**config.mk**
```make
export PLATFORM = sky130hd
export DESIGN_NAME = rv32i_decode_pipe
export DESIGN_NICKNAME = d
export VERILOG_FILES = /design/src/rtl/rv32i_decode_pipe.sv
export SDC_FILE = /design/constraint.sdc
export NUM_CORES = 1
export LEC_CHECK = 0
export ABC_CLOCK_PERIOD_IN_PS = 3500
export CAP_MARGIN = 20
export CORE_MARGIN = 10
export CORE_UTILIZATION = 54
export DETAILED_ROUTE_END_ITERATION = 10
export PLACE_DENSITY = 0.8
export SYNTH_ARGS = -nofsm -noshare
export SYNTH_HDL_FRONTEND = slang
export SYNTH_SLANG_ARGS = --single-unit
```
**constraint.sdc**
```tcl
create_clock -name clk -period 3.5 [get_ports clk]
set_input_delay 0.35 -clock clk [delete_from_list [all_inputs] [get_ports clk]]
set_output_delay 0.35 -clock clk [all_outputs]
set_load 0.03 [all_outputs]
```
**src/rtl/rv32i_decode_pipe.sv**
```systemverilog
// rv32i_decode_pipe: registered RV32I decode stage with output FIFO and halt/trap FSM
module rv32i_decode_pipe #(
    parameter int XLEN    = 32,
    parameter int DEPTH   = 2,
    parameter int ALUOP_W = 5
) (
    input  logic               clk,
    input  logic               rst_n,
    input  logic               in_valid,
    output logic               in_ready,
    input  logic [31:0]        instruction,
    output logic               out_valid,
    input  logic               out_ready,
    output logic [ALUOP_W-1:0] ALU_op_d,
    output logic [2:0]         immsel,
    output logic [XLEN-1:0]    imm,
    output logic [4:0]         rd,
    output logic [4:0]         rs1,
    output logic [4:0]         rs2,
    output logic               halt,
    output logic               illegal,
    output logic               halted,
    input  logic               resume
);
    localparam int AW = $clog2(DEPTH);

    typedef struct packed {
        logic [ALUOP_W-1:0] op;
        logic [2:0]         sel;
        logic [XLEN-1:0]    imm;
        logic [4:0]         rd;
        logic [4:0]         rs1;
        logic [4:0]         rs2;
        logic               halt;
        logic               ill;
    } rec_t;

    typedef enum logic [1:0] {RUN, DRAIN, HALTED} state_t;

    logic [6:0]        opc;
    logic [2:0]        f3;
    logic [6:0]        f7;
    logic [4:0]        op5;
    logic [4:0]        alu5;
    logic [2:0]        sel;
    logic              hlt;
    logic              ill;
    logic signed [31:0] imm32;
    rec_t              dec;
    rec_t              head;
    rec_t              mem_q [DEPTH];
    rec_t              mem_d [DEPTH];
    logic [AW:0]       wr_ptr_q, wr_ptr_d;
    logic [AW:0]       rd_ptr_q, rd_ptr_d;
    logic [AW:0]       count_q, count_d;
    state_t            state_q, state_d;
    logic              push;
    logic              pop;

    assign opc = instruction[6:0];
    assign f3  = instruction[14:12];
    assign f7  = instruction[31:25];

    // Arithmetic op from funct3; bit 30 picks SUB only for register form, SRA for both
    always_comb begin
        alu5 = 5'd0;
        case (f3)
            3'b000:  alu5 = (opc[5] && instruction[30]) ? 5'd3 : 5'd2;
            3'b001:  alu5 = 5'd4;
            3'b010:  alu5 = 5'd5;
            3'b011:  alu5 = 5'd6;
            3'b100:  alu5 = 5'd7;
            3'b101:  alu5 = instruction[30] ? 5'd9 : 5'd8;
            3'b110:  alu5 = 5'd10;
            default: alu5 = 5'd11;
        endcase
    end

    // Opcode decode into op, immediate format, halt and illegal flags
    always_comb begin
        op5 = 5'd0;
        sel = 3'd0;
        hlt = 1'b0;
        ill = 1'b0;
        case (opc)
            7'b0110111: begin op5 = 5'd1; sel = 3'd4; end
            7'b0010111: begin op5 = 5'd2; sel = 3'd4; end
            7'b1101111: begin op5 = 5'd2; sel = 3'd5; end
            7'b1100111,
            7'b0000011: begin op5 = 5'd2; sel = 3'd1; end
            7'b0100011: begin op5 = 5'd2; sel = 3'd2; end
            7'b1100011: begin
                sel = 3'd3;
                op5 = f3[2] ? 5'd14 + {3'b0, f3[1:0]} : f3[1] ? 5'd0 : 5'd12 + {4'b0, f3[0]};
            end
            7'b0010011: begin op5 = alu5; sel = 3'd1; end
            7'b0110011: begin
                ill = f7 != 7'b0000000 && f7 != 7'b0100000;
                op5 = ill ? 5'd0 : alu5;
            end
            7'b0001111: ;
            7'b1110011: begin
                hlt = f3 == 3'b000;
                sel = hlt ? 3'd1 : 3'd0;
            end
            default: ill = 1'b1;
        endcase
    end

    // Immediate assembly per format, then sign-extend to XLEN
    always_comb begin
        imm32 = sel == 3'd1 ? {{20{instruction[31]}}, instruction[31:20]} :
                sel == 3'd2 ? {{20{instruction[31]}}, instruction[31:25], instruction[11:7]} :
                sel == 3'd3 ? {{19{instruction[31]}}, instruction[31], instruction[7], instruction[30:25], instruction[11:8], 1'b0} :
                sel == 3'd4 ? {instruction[31:12], 12'b0} :
                sel == 3'd5 ? {{11{instruction[31]}}, instruction[31], instruction[19:12], instruction[20], instruction[30:21], 1'b0} :
                32'sd0;
        dec      = '0;
        dec.op   = ALUOP_W'(op5);
        dec.sel  = sel;
        dec.imm  = XLEN'(imm32);
        dec.rd   = instruction[11:7];
        dec.rs1  = instruction[19:15];
        dec.rs2  = instruction[24:20];
        dec.halt = hlt;
        dec.ill  = ill;
    end

    assign in_ready  = state_q == RUN && count_q != (AW+1)'(DEPTH);
    assign out_valid = count_q != '0;
    assign halted    = state_q == HALTED;
    assign push      = in_valid && in_ready;
    assign pop       = out_valid && out_ready;

    // FIFO write, pointer and occupancy update
    always_comb begin
        mem_d = mem_q;
        if (push) mem_d[wr_ptr_q[AW-1:0]] = dec;
        wr_ptr_d = wr_ptr_q + (AW+1)'(push);
        rd_ptr_d = rd_ptr_q + (AW+1)'(pop);
        count_d  = count_q + (AW+1)'(push) - (AW+1)'(pop);
    end

    // Next state: halt/illegal drains the buffer, then waits for resume
    always_comb begin
        state_d = (state_q == RUN && push && (hlt || ill)) ? DRAIN :
                  (state_q == DRAIN && count_d == '0)     ? HALTED :
                  (state_q == HALTED && resume)           ? RUN :
                  state_q;
    end

    // State, pointers and buffer storage
    always_ff @(posedge clk or negedge rst_n) begin
        if (!rst_n) begin
            state_q  <= RUN;
            wr_ptr_q <= '0;
            rd_ptr_q <= '0;
            count_q  <= '0;
            for (int i = 0; i < DEPTH; i++) mem_q[i] <= '0;
        end else begin
            state_q  <= state_d;
            wr_ptr_q <= wr_ptr_d;
            rd_ptr_q <= rd_ptr_d;
            count_q  <= count_d;
            mem_q    <= mem_d;
        end
    end

    assign head     = out_valid ? mem_q[rd_ptr_q[AW-1:0]] : '0;
    assign ALU_op_d = head.op;
    assign immsel   = head.sel;
    assign imm      = head.imm;
    assign rd       = head.rd;
    assign rs1      = head.rs1;
    assign rs2      = head.rs2;
    assign halt     = head.halt;
    assign illegal  = head.ill;
endmodule

```
[Word level (Yosys, flattened, before mapping)]
Index checks and enable logic that the tools add are counted.
Storage, ports and cells
  bits in registers: 122
  word-level logic and storage cells: 104
  output and inout bits: 60
Operators by class
  mux-type cells: 26
  bitwise logic cells: 2
  $lt $le $gt $ge: 3
  add/subtract/negate cells: 6
  reductions and logical operators: 21
  equality and inequality tests: 26
Operators by type and width (count)
  $mux W57: 5
  $mux W32: 5
  $bwmux W114: 1
  $demux W57 S1: 1
  $eq A7 B7 Y1 const B: 4
  $pmux W4 S7: 1
  $pmux W5 S5: 1
  $eq A7 B6 Y1 const B: 3
  $pmux W3 S6: 1
  $eq A3 B3 Y1 const B: 5
  $mux W5: 3
  $eq A7 B5 Y1 const B: 2
  $eq A3 B2 Y1 const B: 4
  $logic_and A1 B1 Y1: 10
  $reduce_or A10 Y1: 1
  $eq A7 B2 Y1 const B: 1
  $eq A7 B4 Y1 const B: 1
  $ne A7 B6 Y1 const B: 1
  $reduce_bool A7 Y1: 1
  $add A2 B1 Y2: 3
  $eq A3 B1 Y1 const B: 2
  $mux W2: 3
  $add A4 B1 Y5 const A: 1
  $add A4 B2 Y5 const A: 1
  17 further kinds: 23

[Depth between registers and ports, before layout]
  depth after elaboration: 10
  gate-level depth with buffers: 10
  mapped depth without buffers: 10

[Worst setup path before layout]
Ideal clock, no wire load.
  path type: reg2reg
  from: reg count_q[0]
  to: reg mem_q[105] in the netlist's numbering
  period minus slack after synthesis: 2.514 ns
  arrival time: 2.364 ns
  cell stages (with the launch flop): 8
  required time: 3.350 ns
  path buffers: 3
  slack: 0.986 ns
  library setup time: 0.150 ns
  cell sequence: dfrtp_1 inv_1 a2111oi_0 ha_1 clkbuf_1 clkbuf_1 buf_1 a31oi_1
On the way
  longest elaborated chain between the ends: 3
Ends and longest elaborated chain
  from (decl): line 55  | logic [AW:0] count_q, count_d;
  from (signal assigned): line 164  | count_q <= count_d;
  $ne A2 B2 Y1: line 129  | assign in_ready = state_q == RUN && count_q != (AW+1)'(DEPTH);
  $logic_and A1 B1 Y1: line 129
  $logic_and A1 B1 Y1: line 132  | assign push = in_valid && in_ready;
  to (signal assigned): line 165  | mem_q <= mem_d;
  to (decl): line 51  | rec_t mem_q [DEPTH];
No other way between the ends.
A chain may end at the register's enable or synchronous reset.

[Worst setup path after layout]
  from: reg rd_ptr_q[0]
  to: out imm[11]
On the way
  longest elaborated chain between the ends: 5
Ends and longest elaborated chain
  from (decl): line 54  | logic [AW:0] rd_ptr_q, rd_ptr_d;
  from (signal assigned): line 163  | rd_ptr_q <= rd_ptr_d;
  $not A1 Y2 (implied by the code): line 169  | assign head = out_valid ? mem_q[rd_ptr_q[AW-1:0]] : '0;
  $mux W57 (implied by the code) (3 in series): line 169
  $mux W57: line 169
  to (decl): line 16  | output logic [XLEN-1:0] imm,
No other way between the ends. The select of a mux whose other input is x is not followed.

==> impl_results.md <==
* Net switching power figure at 3.304 mW
* Worst IR Drop VDD at 0.0006818 V
* Internal at 4.914 mW
* Combinational share of power at 49.0%
* Slowest cell on the critical path: dfrtp_4
* Static Leakage at 3.399 nW
* Die ar. at 16240 µm²
* Final Critical Period at 2.847 ns
* Worst R2R Setup Slack at 0.97 ns
* Sinks on Clock Net at 120
* Critical path launch point type: flop
* Cts repair resizes at 0
* Kind of critical path: reg2out
* Average cell area after synthesis at 9.666 µm²
* Worst EP required at 3.15 ns
* Sequential share of power at 30.3%
* Worst-case clock skew at 0.01044 ns
* PwrDens at 1039 nW/µm²
* Area delta synth->final at 26.89%
* EDFF count, synth at 0
* Final Cell Area at 7911 µm²
* DR pass1 iterations at 6
* GRT Util Overall at 20.51%
* RePlAce Congestion at 0.9458
* CP Max Fanout at 35
* Synth Cell Area at 6235 µm²
* Relative slew slack at 28.02%
* Nets@finish at 764
* Ant. Diodes at 0
* Vias in the first global route at 5393
* Initial antenna violation count at 0
* Layout cells sized above 1 at 12.65%
* Cells after synthesis at 645
* Routed via count at 5266
* Clock Power Share at 20.7%
* H-tree Lvls at 4
* DRT iter0 DRCs at 673
* Final Hold Fails at 0
* R2R cell count at 11
* Antenna-violating nets left at 0
* Total CTS buffers at 17
* Hold_buf cts at 0
* RR Endpoint: state_q[1]
* Chip width at 127.5 µm
* Core area at 11370 µm²
* GR Overflow Total at 0
* Synth top area cells: dfrtp_1 48%, mux2i_1 10%, nor2_1 6.5%, mux2_2 4.7%, a31oi_1 4.4%
* Std-Cell Rows at 39
* Unrepaired setup endpoints after global routing: no
* RR Startpoint: count_q[0]
* Max stage delay on crit path at 0.73 ns
* Setup ws final at 0.6526 ns
* CTS root buf: clkbuf_16
* Initial core utilization at 54.84%
* Pins Over Slew Limit at 0
* Worst hold-check path type: in2async
* CTS tree: yes
* Net Sw Frac at 40.21%
* Crit-path cells: buf_12 -> mux2i_1 -> nor2_1 -> clkdlybuf4s50_1
* Clk Latency, worst-skew pair at 0.41 ns
* Top FF cell, synth: dfrtp_1
* Pre-CTS WS at 0.7012 ns
* Max Cap Viol at 0
* Number of I/O port buffers at 96
* DP Area at 7328 µm²
* Library cells used by synthesis at 54
* Top cell type's share of synthesized area at 48.16%
* Synth Net Count at 686
* DRC at 0
* Yosys reg bits at 120
* Asr flop ratio synth at 100.0%
* Worst-path clk slew at 0.05 ns
* Largest net degree at the start of global routing at 68
* Sequential area share after synthesis at 48.16%
* Global-route wire length before repair at 27320 µm
* Wirelength, routed at 16580 µm
* Worst slew pin tran at 1.080 ns
* Via density at 5.998
* WL per Instance at 18.89 µm
* F_max at 0.3512 GHz
* DPL Wire Length at 11070 µm
* I/O pin cnt at 97
* Yosys warnings at 0
* Critical path endpoint category: primary output
* Die Y at 127.5 µm
* Worst EP arrival at 2.50 ns
* Total negative slack at 0 ns
* Post-CTS Setup Inserts at 0
* Clk buf depth at 2
* Yosys top cell by area: dfrtp_1
* Hold Slack at 0.06271 ns
* Final Cycle Share at 81.35%
* Number of setup violations in the final report at 0
* Status: finished clean
[power groups by stage]
stage | clock (mW) | combinational (mW) | sequential [mW]
floorplan | 0 | 2.70 | 2.31
CTS | 1.71 | 4.07 | 2.49
finish | 1.70 | 4.03 | 2.49
global placement | 0 | 3.94 | 2.45
detailed placement | 0 | 4.04 | 2.50
global route | 1.79 | 4.36 | 2.57
[routing by layer]
metal  GRT usage, %  share of wire (%)
met1          25.47                 42
met2          33.64                 50
met3          6.328                7.1
met4          5.961                1.4
met5              0                  0
[logic make-up (layout without fill, tap and decap cells)]
kind of cell,after synthesis,after routing,synth area share [%]
AO/OA/AOI/OAI,127,127,15.13
XOR/XNOR,4,4,0.5620
adder cells (fa/ha/maj),4,4,0.8028
buffers and inverters,104,194,6.843
flip-flops,120,120,48.16
multiplexers,88,88,14.65
AND/OR/NAND/NOR,198,198,13.85
[per-stage QoR]
stage	instances	utilization [%]	total power, mW
after floorplan	645	-	5.008
after global placement	847	64.45	6.394
after detailed placement	847	64.45	6.538
after CTS	878	69.58	8.275
after global routing	878	69.58	8.716
final	878	69.58	8.218
[cells in the mapped netlist (all sizes together), types with 5 or more instances]
library cell / number
inv: 52
nor3: 6
dfrtp: 120
o21ai: 18
mux2i: 62
a21oi: 8
o221ai: 16
nand2: 49
mux2: 26
o22ai: 15
clkbuf: 37
a31oi: 45
buf: 15
nor2: 108
nand3: 5
[worst max-delay path by stage]
stage	from	endpoint	slack [ns]	cells after the start
floorplan	count_q[0]	mem_q[105]	0.99	7
global placement	instruction[2]	mem_q[20]	0.85	5
detailed placement	instruction[5]	mem_q[22]	0.70	5
CTS	rd_ptr_q[0]	imm[11]	0.63	4
global route	rd_ptr_q[0]	imm[11]	0.58	4
finish	rd_ptr_q[0]	imm[11]	0.65	4
[registers in the layout, summed over array words and instances (netlist names)]
| name | count |
|---|---|
| mem_q | 114 |
| count_q | 2 |
| state_q | 2 |
| rd_ptr_q | 1 |
| wr_ptr_q | 1 |
[area by class of cell]
class / count / area, µm²
multi-input combinational: 421 / 2839
sequential: 120 / 3007
inverter: 52 / 195.2
fill: 853 / 3458
timing repair buffer: 111 / 1109
clock buffer: 23 / 488.0
clock inverter: 8 / 95.09
tap: 143 / 178.9
[critical path, delay by kind of cell, from the launching register on]
| family | cells | cell delay, ns |
|---|---|---|
| buffers and inverters | 2 | 1.04 |
| DFF | 1 | 0.73 |
| and+or+nand+nor | 1 | 0.18 |
| muxes | 1 | 0.13 |
[cells in the final DEF, fill, tap and decap left out, drive strengths merged, types with 4 or more instances in the layout]
master,netlist,layout
dfrtp,120,120
nor2,108,108
clkdlybuf4s50,0,95
mux2i,62,62
inv,52,52
nand2,49,49
a31oi,45,45
mux2,26,26
clkbuf,37,23
o21ai,18,18
o221ai,16,16
buf,15,16
o22ai,15,15
a21oi,8,8
nor3,6,6
nand3,5,5
a211oi,4,4
nand2b,4,4
nand3b,4,4
clkinv,0,4
ha,4,4
Power figures use the tool's default switching activity.
